`config.mk`:
```
export PLATFORM = sky130hd
export DESIGN_NAME = wt_dcache_mem_bridge
export DESIGN_NICKNAME = d
export VERILOG_FILES = /design/src/rtl/wt_dcache_mem_bridge.sv
export SDC_FILE = /design/constraint.sdc
export NUM_CORES = 1
export LEC_CHECK = 0
export BUFFER_PORTS_ARGS = -buffer_cell sky130_fd_sc_hd__clkbuf_2
export CORE_AREA = 10 10 251 253
export DETAILED_ROUTE_END_ITERATION = 12
export DIE_AREA = 0 0 261 263
export PLACE_DENSITY = 0.71
export SKIP_CTS_REPAIR_TIMING = 1
export SLEW_MARGIN = 20
export SYNTH_ARGS = -nofsm -noshare
export SYNTH_HDL_FRONTEND = slang
export SYNTH_SLANG_ARGS = --single-unit
```
`constraint.sdc`:
```
create_clock -name clk_i -period 43.6 [get_ports clk_i]
set_input_delay 2.18 -clock clk_i [delete_from_list [all_inputs] [get_ports clk_i]]
set_output_delay 2.18 -clock clk_i [all_outputs]
set_load 0.005 [all_outputs]
```
`src/rtl/wt_dcache_mem_bridge.sv`:
```
// Write-through dcache memory bridge: request FIFO toward the bus, outstanding-ID tracking, registered return path.
// Optional watchdog (timeout_o) is built when WT_DCACHE_BRIDGE_TIMEOUT_EN is defined.
module wt_dcache_mem_bridge #(
  parameter int unsigned ReqWidth      = 128,
  parameter int unsigned RtrnWidth     = 192,
  parameter int unsigned TidWidth      = 2,
  parameter int unsigned FifoDepth     = 4,
  parameter int unsigned TimeoutCycles = 1024
) (
  input  logic                       clk_i,
  input  logic                       rst_i,
  input  logic                       dc_req_i,
  output logic                       dc_ack_o,
  input  logic [ReqWidth-1:0]        dc_data_i,
  input  logic [TidWidth-1:0]        dc_tid_i,
  output logic                       bus_req_vld_o,
  input  logic                       bus_req_rdy_i,
  output logic [ReqWidth-1:0]        bus_req_o,
  output logic [TidWidth-1:0]        bus_tid_o,
  input  logic                       bus_rtrn_vld_i,
  input  logic [RtrnWidth-1:0]       bus_rtrn_i,
  input  logic [TidWidth-1:0]        bus_rtrn_tid_i,
  output logic                       dc_rtrn_vld_o,
  output logic [RtrnWidth-1:0]       dc_rtrn_o,
  output logic [(2**TidWidth)-1:0]   tid_busy_o,
  output logic                       idle_o,
`ifdef WT_DCACHE_BRIDGE_TIMEOUT_EN
  output logic                       timeout_o,
`endif
  output logic                       err_o
);

  localparam int unsigned NumTid = 2 ** TidWidth;
  localparam int unsigned AddrW  = $clog2(FifoDepth);
  localparam int unsigned PtrW   = AddrW + 1;
  localparam int unsigned EntryW = TidWidth + ReqWidth;

  // Elaboration-time parameter sanity checks
  if ((FifoDepth < 2) || ((FifoDepth & (FifoDepth - 1)) != 0)) begin : g_bad_depth
    $error("FifoDepth must be a power of two >= 2");
  end
  if ((TimeoutCycles < 1) || (TimeoutCycles > 65535)) begin : g_bad_timeout
    $error("TimeoutCycles must fit the 16-bit watchdog");
  end

  logic [PtrW-1:0]      wptr_q, rptr_q;
  logic [EntryW-1:0]    mem_q [FifoDepth];
  logic [EntryW-1:0]    head;
  logic [NumTid-1:0]    busy_q, busy_d;
  logic                 fifo_empty, fifo_full;
  logic                 push, pop;
  logic                 rtrn_hit, rtrn_miss;
  logic                 err_q;
  logic                 rtrn_vld_q;
  logic [RtrnWidth-1:0] rtrn_q;

  // Extra pointer MSB distinguishes full from empty when the index bits match
  assign fifo_empty = (wptr_q == rptr_q);
  assign fifo_full  = (wptr_q[PtrW-1] != rptr_q[PtrW-1]) &&
                      (wptr_q[AddrW-1:0] == rptr_q[AddrW-1:0]);

  assign dc_ack_o      = dc_req_i & ~fifo_full & ~busy_q[dc_tid_i] & ~rst_i;
  assign push          = dc_ack_o;
  assign bus_req_vld_o = ~fifo_empty;
  assign pop           = bus_req_vld_o & bus_req_rdy_i;

  assign head      = mem_q[rptr_q[AddrW-1:0]];
  assign bus_tid_o = head[EntryW-1 -: TidWidth];
  assign bus_req_o = head[ReqWidth-1:0];

  assign rtrn_hit  = bus_rtrn_vld_i &  busy_q[bus_rtrn_tid_i];
  assign rtrn_miss = bus_rtrn_vld_i & ~busy_q[bus_rtrn_tid_i];

  // An accept can never target the ID being returned, since that ID still reads busy
  always_comb begin
    busy_d = busy_q;
    if (rtrn_hit) busy_d[bus_rtrn_tid_i] = 1'b0;
    if (push)     busy_d[dc_tid_i]       = 1'b1;
  end

  always_ff @(posedge clk_i) begin
    if (push) mem_q[wptr_q[AddrW-1:0]] <= {dc_tid_i, dc_data_i};
  end

  always_ff @(posedge clk_i) begin
    if (rst_i) begin
      wptr_q     <= '0;
      rptr_q     <= '0;
      busy_q     <= '0;
      err_q      <= 1'b0;
      rtrn_vld_q <= 1'b0;
      rtrn_q     <= '0;
    end else begin
      wptr_q     <= wptr_q + PtrW'(push);
      rptr_q     <= rptr_q + PtrW'(pop);
      busy_q     <= busy_d;
      err_q      <= err_q | rtrn_miss;
      rtrn_vld_q <= rtrn_hit;
      if (rtrn_hit) rtrn_q <= bus_rtrn_i;
    end
  end

  assign tid_busy_o    = busy_q;
  assign idle_o        = fifo_empty & ~|busy_q;
  assign err_o         = err_q;
  assign dc_rtrn_vld_o = rtrn_vld_q;
  assign dc_rtrn_o     = rtrn_q;

`ifdef WT_DCACHE_BRIDGE_TIMEOUT_EN
  localparam logic [15:0] WdLimit = 16'(TimeoutCycles);

  logic [15:0] wd_cnt_q;
  logic        timeout_q;

  // Watchdog: counts stalled cycles with work outstanding, saturates at the limit
  always_ff @(posedge clk_i) begin
    if (rst_i) begin
      wd_cnt_q  <= '0;
      timeout_q <= 1'b0;
    end else if (~|busy_q || bus_rtrn_vld_i) begin
      wd_cnt_q <= '0;
    end else if (wd_cnt_q != WdLimit) begin
      wd_cnt_q <= wd_cnt_q + 16'd1;
      if (wd_cnt_q == WdLimit - 16'd1) timeout_q <= 1'b1;
    end
  end

  assign timeout_o = timeout_q;
`endif

endmodule

```
==> metrics.txt <==
# TYPE chip_impl_metric gauge
chip_impl_metric{name="die_y",unit="µm"} 263
chip_impl_metric{name="numCtsBuffers",unit=""} 75
chip_impl_metric{name="vias",unit=""} 16719
chip_impl_info{name="status",value="complete, no violations"} 1
chip_impl_metric{name="final-setup-viol-count",unit=""} 0
chip_impl_metric{name="cp_data_arrival_time",unit="ps"} 3610
chip_impl_metric{name="required_time_at_the_endpoint_of_the_critical_path",unit="ps"} 41420
chip_impl_metric{name="final_routed_wirelength_across_all_metal_layers",unit="µm"} 75600
chip_impl_metric{name="mappedNetlistArea",unit="µm²"} 27900
chip_impl_metric{name="holdPathStages",unit=""} 2
chip_impl_metric{name="fin_setup_tns",unit="ps"} 0
chip_impl_metric{name="first_global_vias",unit=""} 17291
chip_impl_metric{name="routed_wire_length_per_instance",unit="µm"} 24.5
chip_impl_metric{name="power_density",unit="nW/µm²"} 44.7
chip_impl_metric{name="peak_fanout_along_the_critical_path",unit=""} 102
chip_impl_metric{name="flow.area_growth_from_synthesis",unit="%"} 22.6
chip_impl_info{name="hold_path.class",value="flip-flop to flip-flop"} 1
chip_impl_metric{name="synth_warnings",unit=""} 0
chip_impl_metric{name="firstDrtPassIters",unit=""} 5
chip_impl_info{name="grt_setup_unrepaired",value="false"} 1
chip_impl_metric{name="p_leak",unit="nW"} 12.4
chip_impl_metric{name="place.gp.congestion",unit=""} 0.864
chip_impl_metric{name="routed_via_density",unit=""} 5.41
chip_impl_info{name="most_frequent_cell_after_synthesis",value="edfxtp_1"} 1
chip_impl_metric{name="achievable-frequency",unit="MHz"} 173
chip_impl_metric{name="start_util",unit=""} 0.479
chip_impl_metric{name="vdd.ir_drop.worst",unit="mV"} 0.0338
chip_impl_metric{name="tightestPinTransition",unit="ps"} 1080
chip_impl_metric{name="place.port_buffers",unit=""} 659
chip_impl_metric{name="pin_count",unit=""} 660
chip_impl_metric{name="dp_hpwl",unit="µm"} 52600
chip_impl_metric{name="final_nets",unit=""} 2577
chip_impl_metric{name="cts.sinks",unit=""} 724
chip_impl_info{name="critical_path.endpoint_type",value="output pin"} 1
chip_impl_metric{name="dieWidth",unit="µm"} 261
chip_impl_metric{name="worstRegToRegCells",unit=""} 5
chip_impl_metric{name="total_power",unit="mW"} 1.53
chip_impl_metric{name="cap_viol_max_count",unit=""} 0
chip_impl_info{name="criticalPathCategory",value="input pin to output pin"} 1
chip_impl_metric{name="slew_viol_final",unit=""} 0
chip_impl_metric{name="post_synth_edffs",unit=""} 520
chip_impl_metric{name="max-slew-margin-rel",unit=""} 0.277
chip_impl_metric{name="netlist-cell-type-count",unit=""} 34
chip_impl_metric{name="timing.final.crit_share",unit=""} 0.133
chip_impl_metric{name="ys_seq_area_frac",unit=""} 0.706
chip_impl_metric{name="wire_length_of_the_first_global_routing_pass",unit="µm"} 111000
chip_impl_info{name="synth_area_leaders",value="edfxtp_1 56%, dfxtp_1 15%, mux4_2 11%"} 1
chip_impl_metric{name="design.core.area",unit="µm²"} 58200
chip_impl_info{name="worst_r2r_startpoint",value="tid_busy_o[1]"} 1
chip_impl_metric{name="path_clk_slew",unit="ps"} 50
chip_impl_metric{name="rows",unit=""} 89
chip_impl_metric{name="postSynthRegisterBits",unit=""} 724
chip_impl_metric{name="postSynthCellCount",unit=""} 1625
chip_impl_metric{name="grt_max_degree",unit=""} 165
chip_impl_info{name="cp-startpoint",value="rst_i"} 1
chip_impl_metric{name="globalRouteOverflowTotal",unit=""} 0
chip_impl_metric{name="global_route.usage.total",unit=""} 0.216
chip_impl_metric{name="hold_viol",unit=""} 0
chip_impl_info{name="hold_path_startpoint",value="err_o"} 1
chip_impl_metric{name="fp.dieArea",unit="µm²"} 68600
chip_impl_metric{name="drt_first_iter_violations",unit=""} 1318
chip_impl_metric{name="remaining_drc_errors",unit=""} 0
chip_impl_metric{name="layout-drive-gt1-share",unit=""} 0.468
chip_impl_info{name="top_cells_by_count_synth",value="520 x edfxtp_1, 204 x dfxtp_1, 192 x nand3_1"} 1
chip_impl_metric{name="netlist.area_leader.share",unit=""} 0.559
chip_impl_metric{name="detail-route-antenna-nets",unit=""} 0
chip_impl_metric{name="finalCriticalPeriod",unit="ps"} 5790
chip_impl_metric{name="cts_htree_levels",unit=""} 3
chip_impl_info{name="synth-main-ff-cell",value="edfxtp_1"} 1
chip_impl_metric{name="fin_skew",unit="ps"} 18.7
chip_impl_metric{name="clock_insertion_delay_worst_skew",unit="ps"} 610
chip_impl_metric{name="synthesized_net_count",unit=""} 1958
chip_impl_info{name="netlist.top_cell.by_area",value="edfxtp_1"} 1
chip_impl_metric{name="synth_async_sr_flop_share",unit=""} 0
chip_impl_info{name="crit_path_start_kind",value="input pin"} 1
chip_impl_metric{name="synthesis.area_per_instance",unit="µm²"} 17.2
chip_impl_metric{name="antenna_found_initial",unit=""} 19
chip_impl_info{name="tritoncts",value="yes"} 1
chip_impl_info{name="cts.root.buffer_cell",value="clkbuf_16"} 1
chip_impl_metric{name="clockBufferDepth",unit=""} 3
-- metal layers --
layer / wire length, µm / vias up / track usage
met1: 27100 / 8328 / 0.245
met3: 7780 / 135 / 0.0852
met4: 3020 / 12 / 0.0955
li1: - / 7625 / -
met2: 37600 / 619 / 0.354
met5: 74 / - / 0
-- sequential cells by signal, indices dropped and copies added, names as in the netlist --
name	cells
dc_rtrn_o	192
dc_rtrn_vld_o	1
err_o	1
mem_q	520
rptr_q	3
tid_busy_o	4
wptr_q	3
-- worst max-delay path, cell delays in order --
cell and delay (ps):
clkbuf_8 400, nor2b_1 270, o311ai_2 270, nor2_1 240
clkbuf_2 190
-- cells by family (layout without fill, tap and decap cells) --
family / count (synthesis) / count (layout) / share of synthesized area
compound gates: 396 / 396 / 0.120
fa+ha+maj: 4 / 4 / 0.00179
simple gates: 221 / 221 / 0.0403
mux: 132 / 132 / 0.106
flops: 724 / 724 / 0.706
xor+xnor: 5 / 5 / 0.00157
other cells: 0 / 14 / 0
buf+inv: 143 / 819 / 0.0250
-- power by group --
part	leakage, nW	total, mW	switching [mW]	internal, mW
combinational	4.85	0.138	0.0734	0.0649
clock	1.19	0.631	0.263	0.369
sequential	6.36	0.760	0.00882	0.751
-- stage by stage --
stage	setup slack (ps)	util	hold WS (ps)	area, µm²	cells
floorplan	26590	-	442	27900	1625
global placement	37840	0.545	438	31700	2940
detailed placement	37790	0.545	446	31700	2940
CTS	37790	0.587	455	34200	3074
global route	37640	0.587	467	34200	3080
finish	37810	0.588	454	34200	3088
-- final timing paths --
kind	endpoint	slack (ps)
setup / recovery	dc_ack_o	37810
hold / removal	err_o	450
setup reg to reg	dc_rtrn_o[134]	39910
hold reg to reg	err_o	450
-- placed cells by master, fill, tap and decap left out, drive strengths merged, types with 2 or more instances in the layout --
cell,n
a21oi,195
o21ai,5
nor2,6
clkinvlp,6
dfxtp,204
xnor2,3
a21bo,192
edfxtp,520
nor4b,2
bufinv,6
nor2b,8
nand2b,2
clkbuf,751
nand2,5
diode,14
buf,24
clkinv,27
ha,4
inv,5
mux4,131
nand3,192
or3b,2
xor2,2
-- area by class of cell --
| cell class | count | area (µm²) |
|---|---|---|
| fill | 4437 | 24000 |
| clock buffer | 93 | 2030 |
| tap | 773 | 967 |
| sequential | 724 | 19700 |
| clock inverter | 41 | 442 |
| inverter | 3 | 11.3 |
| antenna | 14 | 35.0 |
| timing repair buffer | 682 | 3490 |
| multi-input combinational | 758 | 7540 |
Power figures use the tool's default switching activity.
